<file path="src/rtl/spi_pkg.sv">
// Shared types for the oversampled SPI slave: the control-state enum and the
// helper that picks which sclk polarity transition is the sample edge.
package spi_pkg;

  typedef enum logic [1:0] {
    IDLE  = 2'd0,
    LOAD  = 2'd1,
    SHIFT = 2'd2,
    WAIT  = 2'd3
  } state_t;

  // Leading edge is the move away from CPOL; CPHA=0 samples on it, CPHA=1 on
  // the trailing edge. Returns 1 when the sample edge is a rising sclk edge.
  function automatic logic sample_on_rise(input logic cpol, input logic cpha);
    return ~(cpol ^ cpha);
  endfunction

endpackage

</file>
<file path="src/rtl/spi_slave_sync_sync2.sv">
// Two-flop synchroniser bank with a configurable reset value per bit.
module sync2
#(
  parameter int             W       = 1,
  parameter logic [W-1:0]   RST_VAL = '0
)
(
  input  logic         clk,
  input  logic         rst,
  input  logic [W-1:0] d,
  output logic [W-1:0] q
);

  logic [W-1:0] meta;

  // Two back-to-back flops bring the asynchronous pins into the clk domain.
  always_ff @(posedge clk) begin
    if (rst) begin
      meta <= RST_VAL;
      q    <= RST_VAL;
    end else begin
      meta <= d;
      q    <= meta;
    end
  end

endmodule

</file>
<file path="src/rtl/spi_slave_sync.sv">
// SPI slave running entirely on the system clock. sclk/ss/mosi are
// oversampled, all four CPOL/CPHA modes and any WIDTH in 2..32 are supported,
// and words stream back to back while ss stays high.
// Optional status outputs (underrun, abort, status_clr, frame_count) are
// built when SPI_SLAVE_SYNC_STATUS_EN is defined.
module spi_slave_sync
  import spi_pkg::*;
#(
  parameter int WIDTH     = 8,
  parameter bit CPOL      = 1'b0,
  parameter bit CPHA      = 1'b0,
  parameter bit MSB_FIRST = 1'b1
)
(
  input  logic             clk,
  input  logic             rst,
  input  logic             sclk,
  input  logic             ss,
  input  logic             mosi,
  output logic             miso,
  input  logic [WIDTH-1:0] tx_data,
  input  logic             tx_valid,
  output logic             tx_ready,
  output logic [WIDTH-1:0] rx_data,
  output logic             rx_valid,
  output logic             busy
`ifdef SPI_SLAVE_SYNC_STATUS_EN
  ,
  output logic             underrun,
  output logic             abort,
  input  logic             status_clr,
  output logic [15:0]      frame_count
`endif
);

  localparam int CW          = $clog2(WIDTH + 1);
  localparam bit SAMPLE_RISE = sample_on_rise(CPOL, CPHA);

  // First bit of a word on the wire, depending on bit order.
  function automatic logic head_bit(input logic [WIDTH-1:0] w);
    return MSB_FIRST ? w[WIDTH-1] : w[0];
  endfunction

  // Drop the bit just presented and move the next one to the head.
  function automatic logic [WIDTH-1:0] advance(input logic [WIDTH-1:0] w);
    return MSB_FIRST ? {w[WIDTH-2:0], 1'b0} : {1'b0, w[WIDTH-1:1]};
  endfunction

  logic sclk_s, ss_s, mosi_s;

  sync2 #(
    .W       (3),
    .RST_VAL ({CPOL, 1'b0, 1'b0})
  ) u_sync (
    .clk (clk),
    .rst (rst),
    .d   ({sclk, ss, mosi}),
    .q   ({sclk_s, ss_s, mosi_s})
  );

  // ---- edge-detect stage: strobes, mosi and ss all land together ----
  logic sclk_d, sample_p, shift_p, mosi_p;
  logic sclk_rise, sclk_fall;

  assign sclk_rise = sclk_s & ~sclk_d;
  assign sclk_fall = ~sclk_s & sclk_d;

  // Register one-cycle sample/shift strobes and align mosi/ss with them.
  always_ff @(posedge clk) begin
    if (rst) begin
      sclk_d   <= CPOL;
      sample_p <= 1'b0;
      shift_p  <= 1'b0;
      mosi_p   <= 1'b0;
      busy     <= 1'b0;
    end else begin
      sclk_d   <= sclk_s;
      sample_p <= SAMPLE_RISE ? sclk_rise : sclk_fall;
      shift_p  <= SAMPLE_RISE ? sclk_fall : sclk_rise;
      mosi_p   <= mosi_s;
      busy     <= ss_s;
    end
  end

  // ---- control stage: word framing, shifters and tx holding register ----
  state_t           state;
  logic [CW-1:0]    cnt;
  logic [WIDTH-1:0] tx_sh;
  logic [WIDTH-1:0] rx_sh;
  logic [WIDTH-1:0] hold;
  logic [WIDTH-1:0] rx_next;
  logic [WIDTH-1:0] load_word;
  logic [1:0]       settle;
  logic             fresh;

  assign rx_next   = MSB_FIRST ? {rx_sh[WIDTH-2:0], mosi_p}
                               : {mosi_p, rx_sh[WIDTH-1:1]};
  // tx_ready high means the holding register is empty: send all-ones.
  assign load_word = tx_ready ? '1 : hold;

  // Main FSM: frames words on the strobes and owns the tx handshake.
  always_ff @(posedge clk) begin
    if (rst) begin
      state    <= WAIT;
      settle   <= 2'd0;
      fresh    <= 1'b0;
      cnt      <= '0;
      tx_sh    <= '0;
      rx_sh    <= '0;
      hold     <= '0;
      rx_data  <= '0;
      rx_valid <= 1'b0;
      tx_ready <= 1'b1;
      miso     <= 1'b0;
    end else begin
      rx_valid <= 1'b0;
      // busy is only trustworthy once the reset values have flushed out
      if (settle != 2'd3) settle <= settle + 2'd1;

      case (state)
        WAIT: begin
          if (settle == 2'd3 && !busy) state <= IDLE;
        end

        IDLE: begin
          if (busy) begin
            state <= LOAD;
            fresh <= 1'b1;
          end
        end

        LOAD: begin
          if (!busy) begin
            state <= IDLE;
          end else begin
            tx_ready <= 1'b1;
            cnt      <= '0;
            fresh    <= 1'b0;
            state    <= SHIFT;
            // With CPHA=0 the first bit must be on the wire before the first
            // sample edge. In a stream the previous word's trailing edge
            // presents it instead, so only a fresh frame drives it here.
            if (!CPHA && fresh) begin
              miso  <= head_bit(load_word);
              tx_sh <= advance(load_word);
            end else begin
              tx_sh <= load_word;
            end
          end
        end

        SHIFT: begin
          if (!busy) begin
            state <= IDLE;
          end else if (sample_p) begin
            rx_sh <= rx_next;
            cnt   <= cnt + CW'(1);
            if (cnt == CW'(WIDTH - 1)) begin
              rx_data  <= rx_next;
              rx_valid <= 1'b1;
              state    <= LOAD;
            end
          end else if (shift_p) begin
            miso  <= head_bit(tx_sh);
            tx_sh <= advance(tx_sh);
          end
        end

        default: state <= IDLE;
      endcase

      // Holding register accepts a word whenever it is empty.
      if (tx_valid && tx_ready) begin
        hold     <= tx_data;
        tx_ready <= 1'b0;
      end
    end
  end

`ifdef SPI_SLAVE_SYNC_STATUS_EN
  logic underrun_set, abort_set;

  assign underrun_set = (state == LOAD) && busy && tx_ready;
  assign abort_set    = (state == SHIFT) && !busy && (cnt != '0);

  // Sticky status flags (set beats clear) and a wrapping frame counter.
  always_ff @(posedge clk) begin
    if (rst) begin
      underrun    <= 1'b0;
      abort       <= 1'b0;
      frame_count <= 16'd0;
    end else begin
      underrun    <= underrun_set | (underrun & ~status_clr);
      abort       <= abort_set | (abort & ~status_clr);
      frame_count <= frame_count + 16'(rx_valid);
    end
  end
`endif

endmodule

</file>
<file path="config.mk">
export PLATFORM = sky130hd
export DESIGN_NAME = spi_slave_sync
export DESIGN_NICKNAME = d
export VERILOG_FILES = /design/src/rtl/spi_pkg.sv /design/src/rtl/spi_slave_sync_sync2.sv /design/src/rtl/spi_slave_sync.sv
export SDC_FILE = /design/constraint.sdc
export NUM_CORES = 1
export LEC_CHECK = 0
export ABC_AREA = 1
export CORE_MARGIN = 1.5
export CORE_UTILIZATION = 49
export CTS_BUF_LIST = sky130_fd_sc_hd__clkbuf_4 sky130_fd_sc_hd__clkbuf_8 sky130_fd_sc_hd__clkbuf_16
export DETAILED_ROUTE_END_ITERATION = 6
export PLACE_DENSITY = 0.74
export SLEW_MARGIN = 20
export SYNTH_ARGS = -nofsm -noshare
export SYNTH_HDL_FRONTEND = slang
export SYNTH_SLANG_ARGS = --single-unit
</file>
<file path="constraint.sdc">
create_clock -name clk -period 1.2 [get_ports clk]
set_input_delay 0.12 -clock clk [delete_from_list [all_inputs] [get_ports clk]]
set_output_delay 0.12 -clock clk [all_outputs]
set_load 0.05 [all_outputs]
</file>
==> results.ini <==
[drt]
totalWireLength_um = 4865
detail_route.wl_per_cell_um = 11.92
vias = 2036
viasPerCell = 4.990
firstDrtPassIters = 4
drtIter0Drc = 130
ant_nets = 0
route.detailed.drc = 0

[global_routing]
grt_max_degree = 18
first_global_vias = 1932
grt_pass1_wl_um = 8307
grt-ovfl-total = 0
track_usage_pct = 20.91
antenna_found_initial = 0

[floorplanning]
ios = 26
die-area_mm2 = 0.004951
core_area_mm2 = 0.004354
row_count = 24
die_x_um = 70.36
die_y_um = 70.36
initial_core_util_pct = 51.06

[min_path]
holdPathStages = 3
worstHoldStart = sclk
hold_end = u_sync.meta[2]
hold_path_class = primary input to register

[final_layout]
stdcell_count = 408
final_nets = 371
antenna_cells = 0
multi_input_area_mm2 = 0.001074
seq_area_mm2 = 0.001097
final_area_mm2 = 0.003012
fillers = 360
drive_gt1_share_pct = 21.63
syn2layout_area_growth_pct = 35.45
final_common_cell = nor2_1
layout.cells.most_common_list = nor2_1, nand2_1, dfxtp_1

[sta]
fmax_mhz = 803.8
slew_headroom_pct = 79.71
period_needed_ps = 1244
setup_ws_ps = -44.06
tightest_slew_ps = 303.7
timing.final.crit_share_pct = 103.7
finClkSkew_ps = 5.518
setup_viol = 11
hold_viol = 0
fin_hold_ws_ps = 320.7
maxSlewViolCount = 0
rsz0062_at_grt = yes

[outcome]
status = finished, violations left
violations = negative setup slack

[clock_network]
numCtsBuffers = 5
cts_buffer_depth = 2
htreeDepth = 2
ctsHoldBuffers = 0
cts_num_sinks = 54
clkTransAtPathRegs_ps = 90
clk_latency_ps = 310
cts_tree = yes
cts-root-buf = clkbuf_8

[pwr]
vdd_ir_drop_max_uv = 841.8
finalPower_uw = 3928
power.leakage_uw = 0.001320
p_per_area_mw_per_mm2 = 1304

[placement]
io_buffers = 25
place_inst = 396
hpwl_um = 3217
dpl_worst_slack_ps = -191.7
place.gp.congestion = 0.8581
place_area_mm2 = 0.002724

[job]
maxCapViolCount = 0

[synthesis]
ys_ff_latch = 54
synth_top_area_share_pct = 48.62
synth.distinct_cells = 25
syn_inst = 313
synth_area_mm2 = 0.002223
postSynthAreaPerCell_um2 = 7.103
seq_area_frac_synth_pct = 48.62
yosysTopAreaCell = dfxtp_1
syn_nets = 329
yosys_warnings = 0
synth.area.top_cells = dfxtp_1, nor2_1, nand2_1

[critical_path]
critical_path.most_common_cell = nand2_1
required_ps = 1410
reg2reg_depth = 9
endpoint_kind = register
critPathKind = register to register
path_cells = ha_4 > nand2_4 > nor2_4 > buf_4 > nand2_1 > nand2_1 > nand3_1 > nand2_1 > nand2_1
crit_arrival_ps = 1450
critPathMaxStageDelay_ps = 380
cp_max_fo = 2
critical_path_cell_count = 9
r2r_slack_ps = -40
reg2reg_from = cnt[0]
crit_buf_inv = 1
startpoint_type = register
r2r-end = state[1]
crit_family = simple AND/OR/NAND/NOR gates
cp_slowest_cell = dfxtp_4

-- cell usage after synthesis --
cell / instances
clkbuf_1: 4
dfxtp_1: 54
nand2_1: 66
xor2_1: 1
buf_4: 1
inv_2: 2
nor2_1: 83
nand4_1: 1
a21oi_1: 11
ha_1: 2
inv_1: 30
buf_2: 2
buf_1: 1
nand2_4: 1
nand3_2: 1
nand2_2: 5
a21oi_4: 1
nor2_4: 1
nor3_1: 1
a31oi_1: 1
clkbuf_8: 1
o21ai_0: 26
nand3_1: 15
buf_8: 1
o22ai_1: 1
-- per-layer routing --
metal,share of wire [%],GRT usage (%),up-vias
met4,2.4,8.761,0
met2,49,35.64,38
met5,0,0,-
met1,46,25.66,929
met3,3.4,4.040,15
li1,-,-,1054
-- state kept, by name (all words and copies together), names as in the netlist, 3 cells and up --
register / cells
cnt: 4
u_sync.q: 3
rx_sh: 7
rx_data: 8
tx_sh: 8
u_sync.meta: 3
hold: 8
-- cells by family (layout without fill, tap and decap cells) --
family | after synthesis | count (layout) | synth area share, %
and+or+nand+nor | 174 | 175 | 31.91
adders and majority gates | 2 | 2 | 1.125
xor gates and xnor gates | 1 | 1 | 0.3940
DFF | 54 | 54 | 48.62
buffers and inverters | 42 | 84 | 8.328
AOI/OAI and AO/OA | 40 | 40 | 9.623
-- how the worst max path moves through the flow --
| stage | slack [ps] | endpoint | startpoint |
|---|---|---|---|
| global route | -100 | state[1] | cnt[0] |
| detailed placement | -190 | rx_data[6] | cnt[0] |
| floorplan | 20 | tx_sh[1] | busy |
| CTS | -20 | rx_valid | cnt[1] |
| global placement | -60 | rx_data[6] | cnt[0] |
| finish | -40 | state[1] | cnt[0] |
-- through the flow --
step / utilization, % / setup TNS (ps)
finish: 69.17 / -273.8
global route: 69.17 / -1131
CTS: 67.47 / -99.72
detailed placement: 62.56 / -1373
global placement: 62.56 / -281.0
floorplan: - / 0
-- power by group --
part / internal (uW) / switching, uW / leakage, uW
sequential: 1880 / 75.1 / 0.000442
combinational: 290 / 408 / 0.000816
clock: 703 / 569 / 0.0000619
total: 2880 / 1050 / 0.00132
-- repair_timing --
item,4_1_cts,5_1_grt
resized for setup,26,19
gates cloned,0,1
endpoints found under the setup margin,16,30
pin swaps,4,5
buffers inserted,2,1
-- cell type report --
type	instances	area share, %
timing repair buffer	44	17.53
inverter	32	4.238
multi-input combinational	218	35.65
clock inverter	1	0.9971
sequential	54	36.44
tap	52	2.160
clock buffer	7	2.991
-- worst min-delay path: stages --
cell and delay, ps:
clkdlybuf4s50_1 400, inv_1 50, nor2_1 30
Note: power is estimated with default switching activity, not from simulation.
